===== config.mk =====
export PLATFORM = sky130hd
export DESIGN_NAME = alu_pipe
export DESIGN_NICKNAME = d
export VERILOG_FILES = /design/src/rtl/alu_pipe_pkg.sv /design/src/rtl/alu_core.sv /design/src/rtl/alu_pipe.sv
export SDC_FILE = /design/constraint.sdc
export NUM_CORES = 1
export LEC_CHECK = 0
export CAP_MARGIN = 40
export CELL_PAD_IN_SITES_DETAIL_PLACEMENT = 0
export CELL_PAD_IN_SITES_GLOBAL_PLACEMENT = 1
export CORE_ASPECT_RATIO = 1.1
export CORE_MARGIN = 2
export CORE_UTILIZATION = 47
export CTS_CLUSTER_SIZE = 28
export DETAILED_ROUTE_END_ITERATION = 8
export PLACE_DENSITY = 0.95
export SYNTH_ARGS = -nofsm -noshare
export SYNTH_HDL_FRONTEND = slang
export SYNTH_SLANG_ARGS = --single-unit

===== constraint.sdc =====
create_clock -name clk -period 6.6 [get_ports clk]
set_input_delay 0.99 -clock clk [delete_from_list [all_inputs] [get_ports clk]]
set_output_delay 0.99 -clock clk [all_outputs]
set_load 0.01 [all_outputs]

===== src/rtl/alu_pipe_pkg.sv =====
// rtl/alu_pipe_pkg.sv - opcode encodings and flag bit positions shared by the ALU pipeline
package alu_pipe_pkg;

    localparam logic [2:0] OP_ADD = 3'd0;
    localparam logic [2:0] OP_SUB = 3'd1;
    localparam logic [2:0] OP_AND = 3'd2;
    localparam logic [2:0] OP_OR  = 3'd3;
    localparam logic [2:0] OP_NOT = 3'd4;
    localparam logic [2:0] OP_XOR = 3'd5;
    localparam logic [2:0] OP_SHL = 3'd6;
    localparam logic [2:0] OP_SHR = 3'd7;

    // flags bus is {N,Z,C,V}
    localparam int FLG_N = 3;
    localparam int FLG_Z = 2;
    localparam int FLG_C = 1;
    localparam int FLG_V = 0;

endpackage


===== src/rtl/alu_core.sv =====
// rtl/alu_core.sv - combinational ALU datapath: opcode/a/b to result and {N,Z,C,V}
module alu_core
    import alu_pipe_pkg::*;
#(
    parameter int WIDTH = 8
) (
    input  logic [2:0]       opcode,
    input  logic [WIDTH-1:0] a,
    input  logic [WIDTH-1:0] b,
    output logic [WIDTH-1:0] result,
    output logic [3:0]       flags
);

    localparam int SHW = $clog2(WIDTH);

    logic [SHW-1:0] shamt;
    logic [WIDTH:0] sum;
    logic [WIDTH:0] diff;
    logic [WIDTH:0] shl_w;
    logic [WIDTH:0] shr_w;
    logic           carry;
    logic           ovf;

    assign shamt = b[SHW-1:0];
    assign sum   = {1'b0, a} + {1'b0, b};
    assign diff  = {1'b0, a} - {1'b0, b};
    // One guard bit beside the operand captures the last bit shifted out (0 when shamt is 0).
    assign shl_w = {1'b0, a} << shamt;
    assign shr_w = {a, 1'b0} >> shamt;

    always_comb begin
        result = '0;
        carry  = 1'b0;
        ovf    = 1'b0;
        case (opcode)
            OP_ADD: begin
                result = sum[WIDTH-1:0];
                carry  = sum[WIDTH];
                ovf    = (a[WIDTH-1] == b[WIDTH-1]) && (sum[WIDTH-1] != a[WIDTH-1]);
            end
            OP_SUB: begin
                result = diff[WIDTH-1:0];
                carry  = diff[WIDTH];
                ovf    = (a[WIDTH-1] != b[WIDTH-1]) && (diff[WIDTH-1] != a[WIDTH-1]);
            end
            OP_AND: result = a & b;
            OP_OR:  result = a | b;
            OP_NOT: result = ~a;
            OP_XOR: result = a ^ b;
            OP_SHL: begin
                result = shl_w[WIDTH-1:0];
                carry  = shl_w[WIDTH];
            end
            default: begin
                result = shr_w[WIDTH:1];
                carry  = shr_w[0];
            end
        endcase
    end

    always_comb begin
        flags        = 4'b0000;
        flags[FLG_N] = result[WIDTH-1];
        flags[FLG_Z] = (result == '0);
        flags[FLG_C] = carry;
        flags[FLG_V] = ovf;
    end

endmodule


===== src/rtl/alu_pipe.sv =====
// rtl/alu_pipe.sv - two-stage ALU pipeline with valid/ready handshakes on both sides
module alu_pipe
    import alu_pipe_pkg::*;
#(
    parameter int WIDTH = 8
) (
    input  logic             clk,
    input  logic             rst_n,
    input  logic             in_valid,
    output logic             in_ready,
    input  logic [2:0]       opcode,
    input  logic [WIDTH-1:0] a,
    input  logic [WIDTH-1:0] b,
    output logic             out_valid,
    input  logic             out_ready,
    output logic [WIDTH-1:0] out,
    output logic [3:0]       flags
);

    logic             a_valid;
    logic [2:0]       a_op;
    logic [WIDTH-1:0] a_a;
    logic [WIDTH-1:0] a_b;
    logic             adv_a;
    logic             adv_b;
    logic [WIDTH-1:0] core_res;
    logic [3:0]       core_flg;

    assign adv_b    = !out_valid || out_ready;
    assign adv_a    = !a_valid || adv_b;
    assign in_ready = adv_a;

    // Operand registers load only for a real op, so X on idle inputs never propagates.
    always_ff @(posedge clk or negedge rst_n) begin
        if (!rst_n) begin
            a_valid <= 1'b0;
            a_op    <= OP_ADD;
            a_a     <= '0;
            a_b     <= '0;
        end else if (adv_a) begin
            a_valid <= in_valid;
            if (in_valid) begin
                a_op <= opcode;
                a_a  <= a;
                a_b  <= b;
            end
        end
    end

    alu_core #(.WIDTH(WIDTH)) u_core (
        .opcode (a_op),
        .a      (a_a),
        .b      (a_b),
        .result (core_res),
        .flags  (core_flg)
    );

    always_ff @(posedge clk or negedge rst_n) begin
        if (!rst_n) begin
            out_valid <= 1'b0;
            out       <= '0;
            flags     <= 4'b0000;
        end else if (adv_b) begin
            out_valid <= a_valid;
            if (a_valid) begin
                out   <= core_res;
                flags <= core_flg;
            end
        end
    end

endmodule


; ---- Yosys cells after proc, flatten, opt, wreduce, memory -nomap -nowiden
; Index checks and enable logic that the tools add are counted.
[classes]
multipliers = 0
eq_ne = 10
n_shift = 2
bitwise_logic = 4
order_cmp = 0
muxes = 3
n_addsub = 2
n_reduce_logical = 11
n_div = 0
[ops]
columns = cell, count
row1 = one-hot mux 8 bit (7 select lines), 1
row2 = adder 8 x 8 -> 9 bit, 1
row3 = == test 3 bit (second input constant), 3
row4 = << shifter 8 x 3 -> 9 bit, 1
row5 = >> shifter 9 x 3 -> 9 bit, 1
row6 = subtractor 8 x 8 -> 9 bit, 1
row7 = bitwise AND 8 bit, 1
row8 = logical NOT 8 bit, 1
row9 = NOT 8 bit, 1
row10 = bitwise OR 8 bit, 1
row11 = XOR 8 bit, 1
row12 = == test 3 x 2 -> 1 bit (second input constant), 2
row13 = one-hot mux 1 bit (4 select lines), 1
row14 = AND reduction 2 bit, 2
row15 = OR reduction 4 bit, 1
row16 = == test 3 x 1 -> 1 bit (second input constant), 1
row17 = logical NOT 3 bit, 1
row18 = inequality test 1 bit, 3
row19 = logical AND 1 bit, 2
row20 = logical NOT 1 bit, 2
row21 = logical OR 1 bit, 2
row22 = one-hot mux 1 bit (2 select lines), 1
row23 = == test 1 bit, 1
[totals]
romBits = 0
latchBits = 0
ram_bits = 0
in_bits = 23
word_cells = 39
output_inout_bits = 14
register_bits = 33
mem_count = 0

; ---- Longest topological paths before layout
[depth]
ltp_word = 4
depth_mapped = 10
mapped_depth_nobuf = 10

; ---- Hierarchy
; A second synthesis with hierarchy kept.
[hier_totals]
hier_cells = 350
hier_area_um2 = 3216.8
[modules_own_cells]
columns = module, n_inst, cells_each, area_each_um2, seq_area_each_um2
row1 = alu_core, 1, 278, 1908.1, 0.0
row2 = alu_pipe, 1, 72, 1308.8, 825.8

; ---- Worst setup path before layout
; OpenSTA, ideal clock, no wires.
[synth_timing]
path_type = input port to flip-flop
from = input port out_ready
to = register a_a[2]
setup_time_ps = 125
setup_slack_ps = 4230
path_buffers = 1
required_ps = 6475
arrival_ps = 2245
cell_stages = 4
path_cell_list = nand3b_1 > nand2_1 > clkbuf_1 > mux2_2
[synth_via]
elab_chain_len = 3
[synth_lines]
columns = item, line
row1 = start: declaration, alu_pipe.sv:15  ; input logic out_ready,
row2 = logical OR 1 bit, alu_pipe.sv:29  ; assign adv_b = !out_valid || out_ready;
row3 = logical OR 1 bit, alu_pipe.sv:30  ; assign adv_a = !a_valid || adv_b;
row4 = AND reduction 2 bit (no line), -
row5 = end signal: assignment, alu_pipe.sv:38  ; a_a <= '0;
row6 = end signal: assignment, alu_pipe.sv:44  ; a_a <= a;
row7 = end: declaration, alu_pipe.sv:22  ; logic [WIDTH-1:0] a_a;
; Every way passes these cells.
; A chain may end at the register's enable or synchronous reset.

; ---- Worst setup path after layout
[layout_timing]
from = register a_b[1]
to = register flags[2]
[layout_via]
elab_chain_len = 3
elab_cells_between_ends = 9
cone_classes = 2 x add/sub / 2 x shift / 1 x mux / 3 x bitwise / 1 x reduce/logical
[layout_lines]
columns = item, line
row1 = start: declaration, alu_pipe.sv:23  ; logic [WIDTH-1:0] a_b;
row2 = start signal: assignment, alu_pipe.sv:39  ; a_b <= '0;
row3 = start signal: assignment, alu_pipe.sv:45  ; a_b <= b;
row4 = "subtractor 8 x 8 -> 9 bit, or another cell as far along", alu_core.sv:26  ; assign diff = {1'b0, a} - {1'b0, b};
row5 = one-hot mux 8 bit (7 select lines) (*), alu_core.sv:35  ; case (opcode)
row6 = logical NOT 8 bit (*), alu_core.sv:64  ; flags[FLG_Z] = (result == '0);
row7 = end signal: assignment, alu_pipe.sv:67  ; flags <= core_flg;
row8 = end: declaration, alu_pipe.sv:17  ; output logic [3:0] flags
; Mark *: on every way between the ends. The rest lies on a longest branch, timed or not.

==> reports/metrics.yaml <==
grt_pass1_wl_mm: 12.9
ctsResizeCount: 0
worst_pin_slew_ns: 0.857
cts.path.max_buffers: 2
cts_tree: "yes"
synth_adder_area_share_pct: 12.0
first_pass_iters: 5
synth-seq-area-share_pct: 27.3
final_layout_size_suffix_gt1_share_pct: 13.0
via_count: 2589
hold_viol_final: 0
die_w_um: 79.4
vias_per_cell: 6.06
wl_per_cell_um: 18.7
clock_latency_ns: 0.29
cts_setup_buffers: 0
synth-compound-area-share_pct: 21.6
htreeDepth: 2
synth_edf_count: 0
finClkSkew_ns: 0.00880
endpoint_kind: "register"
rsz0062_at_grt: "no"
leakage_nw: 1.46
finalCriticalPeriod_ns: 3.41
fill_cells: 556
ctsRootBufferMaster: "clkbuf_8"
pre_cts_slack_ns: 3.25
multiInputGateArea_sq_mm: 0.00196
ys_ff_latch: 32
required_ns: 6.78
critPathArrivalTime_ns: 3.60
seq_area_sq_um: 801
run_status: "finished clean"
max_slew_margin_pct: 42.7
utilization_pct: 55.8
path_cells: "clkinv_1 -> ha_1 -> o21bai_1 -> a21oi_1 -> a21oi_1 -> xnor2_1 -> o211a_1 -> nand4_1 -> o41ai_2"
final_common_cell: "clkdlybuf4s50_1"
cp_max_fo: 23
syn_nets: 368
setup_ws_ns: 3.19
area_delta_synth_final_pct: 16.2
num_antenna_cells: 0
gr-total-overflow: 0
holdBufCountCts: 0
synth_warnings: 0
setup_viol: 0
ys_types: 57
antenna_found_initial: 0
port_buffers: 36
drc: 0
final_cell_mix: "36 x clkdlybuf4s50_1, 32 x dfrtp_1, 25 x ha_1"
grt_pass1_vias: 2508
synth_top_family_by_area: "compound AO/OA/AOI/OAI gates"
synthMuxAreaShare_pct: 16.7
synth_ff_type: "dfrtp_1"
slew_violations: 0
crit_top_cell: "a21oi_1"
rows: 30
startpoint_type: "register"
synth-simple-area-share_pct: 13.9
gp_congestion: 0.937
synth_async_sr_flop_share_pct: 100
cpPeakStageDelay_ns: 0.90
io_pins: 37
syn_area_per_cell_sq_um: 9.23
syn_area_sq_mm: 0.00294
cts_sinks: 32
die_h_um: 86.9
layout.nets: 396
clkTransAtPathRegs_ns: 0.07
fp.dieArea_sq_mm: 0.00690
hold_path.class: "reg -> reg"
dp_hpwl_mm: 5.87
fmax_ghz: 0.293
placed_area_sq_mm: 0.00332
start_util_pct: 48.0
p_per_area_mw_per_mm2: 285
cts_buffers: 5
irDropWorstVdd_mv: 0.170
routed_wl_mm: 8.01
ant_nets: 0
hold-worst-slack_ns: 0.488
path_class: "reg -> reg"
reg2reg_depth: 9
slowest_stage: "dfrtp_1"
drt_iter0_drc: 295
tns_ns: 0
hold_depth: 2
core_sq_mm: 0.00612
syn_inst: 318
grt_use_total_pct: 24.5
drv_cap: 0
design_area_sq_mm: 0.00341
grt_max_degree: 47
synth-xor-area-share_pct: 2.39
timing.final.crit_share_pct: 51.7
[final timing paths]
| kind | from | to | slack (ns) |
|---|---|---|---|
| max | a_b[1] | flags[2] | 3.19 |
| max in group asynchronous | rst_n | flags[1] | 5.18 |
| max reg2reg | a_b[1] | flags[2] | 3.19 |
| min reg2reg | out[4] | out[4] | 0.49 |
| min | out[4] | out[4] | 0.49 |
| min in group asynchronous | rst_n | a_b[5] | 1.09 |
[cells in the mapped netlist, types with 5 or more instances]
| cell type | n | area (sq um) |
|---|---|---|
| dfrtp_1 | 32 | 801 |
| o21ai_1 | 6 | 30.0 |
| ha_1 | 25 | 313 |
| nor2_1 | 19 | 71.3 |
| inv_1 | 20 | 75.1 |
| xnor2_1 | 8 | 70.1 |
| mux2_2 | 23 | 259 |
| a22oi_1 | 6 | 45.0 |
| a21oi_1 | 23 | 115 |
| nand2b_1 | 10 | 62.6 |
| nand2_1 | 21 | 78.8 |
| mux2i_1 | 12 | 120 |
| clkbuf_1 | 5 | 18.8 |
| nor3_1 | 5 | 25.0 |
| buf_2 | 8 | 40.0 |
| a211oi_1 | 5 | 37.5 |
| nor2b_1 | 6 | 37.5 |
| mux4_2 | 5 | 113 |
| o21ai_0 | 16 | 80.1 |
[per-stage QoR]
| stage | std cells | power, mW |
|---|---|---|
| after global placement | 419 | 0.794 |
| after global routing | 427 | 1.04 |
| final | 427 | 0.973 |
| after CTS | 427 | 0.971 |
| after floorplan | 318 | 0.639 |
| after detailed placement | 419 | 0.803 |
[cell type report]
class	count	share of cell area (%)
repair buffers	39	11.2
clock buffers	7	2.53
flip-flops and latches	32	23.5
clock inverters	1	0.220
inverters	21	2.31
well taps	80	2.93
multi-input cells	247	57.3
[sequential cells by signal, indices dropped and copies added, names as in the netlist]
name       count
out_valid      1
a_valid        1
flags          3
a_a            8
a_b            8
out            8
a_op           3
[metal layers]
layer | GRT usage, % | wire [um] | vias to the layer above
li1 | - | - | 1215
met1 | 32.6 | 3390 | 1249
met2 | 41.1 | 3920 | 108
met3 | 2.80 | 471 | 17
met4 | 8.93 | 225 | 0
met5 | 0 | 0 | -
[power by group]
group          internal, mW  switching, mW
clock                0.0849         0.0806
combinational         0.243          0.264
sequential            0.238         0.0621
[worst max-delay path, delay by kind of cell (launching register included)]
| family | cells | cell delay [ns] |
|---|---|---|
| adders and majority gates | 1 | 0.46 |
| DFF | 1 | 0.90 |
| AOI/OAI and AO/OA | 5 | 1.11 |
| buffers and inverters | 1 | 0.55 |
| xor gates and xnor gates | 1 | 0.15 |
| and+or+nand+nor | 1 | 0.13 |
[cell families (layout without fill, tap and decap cells)]
family	Yosys count	in the layout
flip-flops	32	32
XOR/XNOR	8	8
buffers and inverters	39	68
adder cells (fa/ha/maj)	27	27
AND/OR/NAND/NOR	79	79
AO/OA/AOI/OAI	93	93
multiplexers	40	40
(Power assumes the default switching activity.)
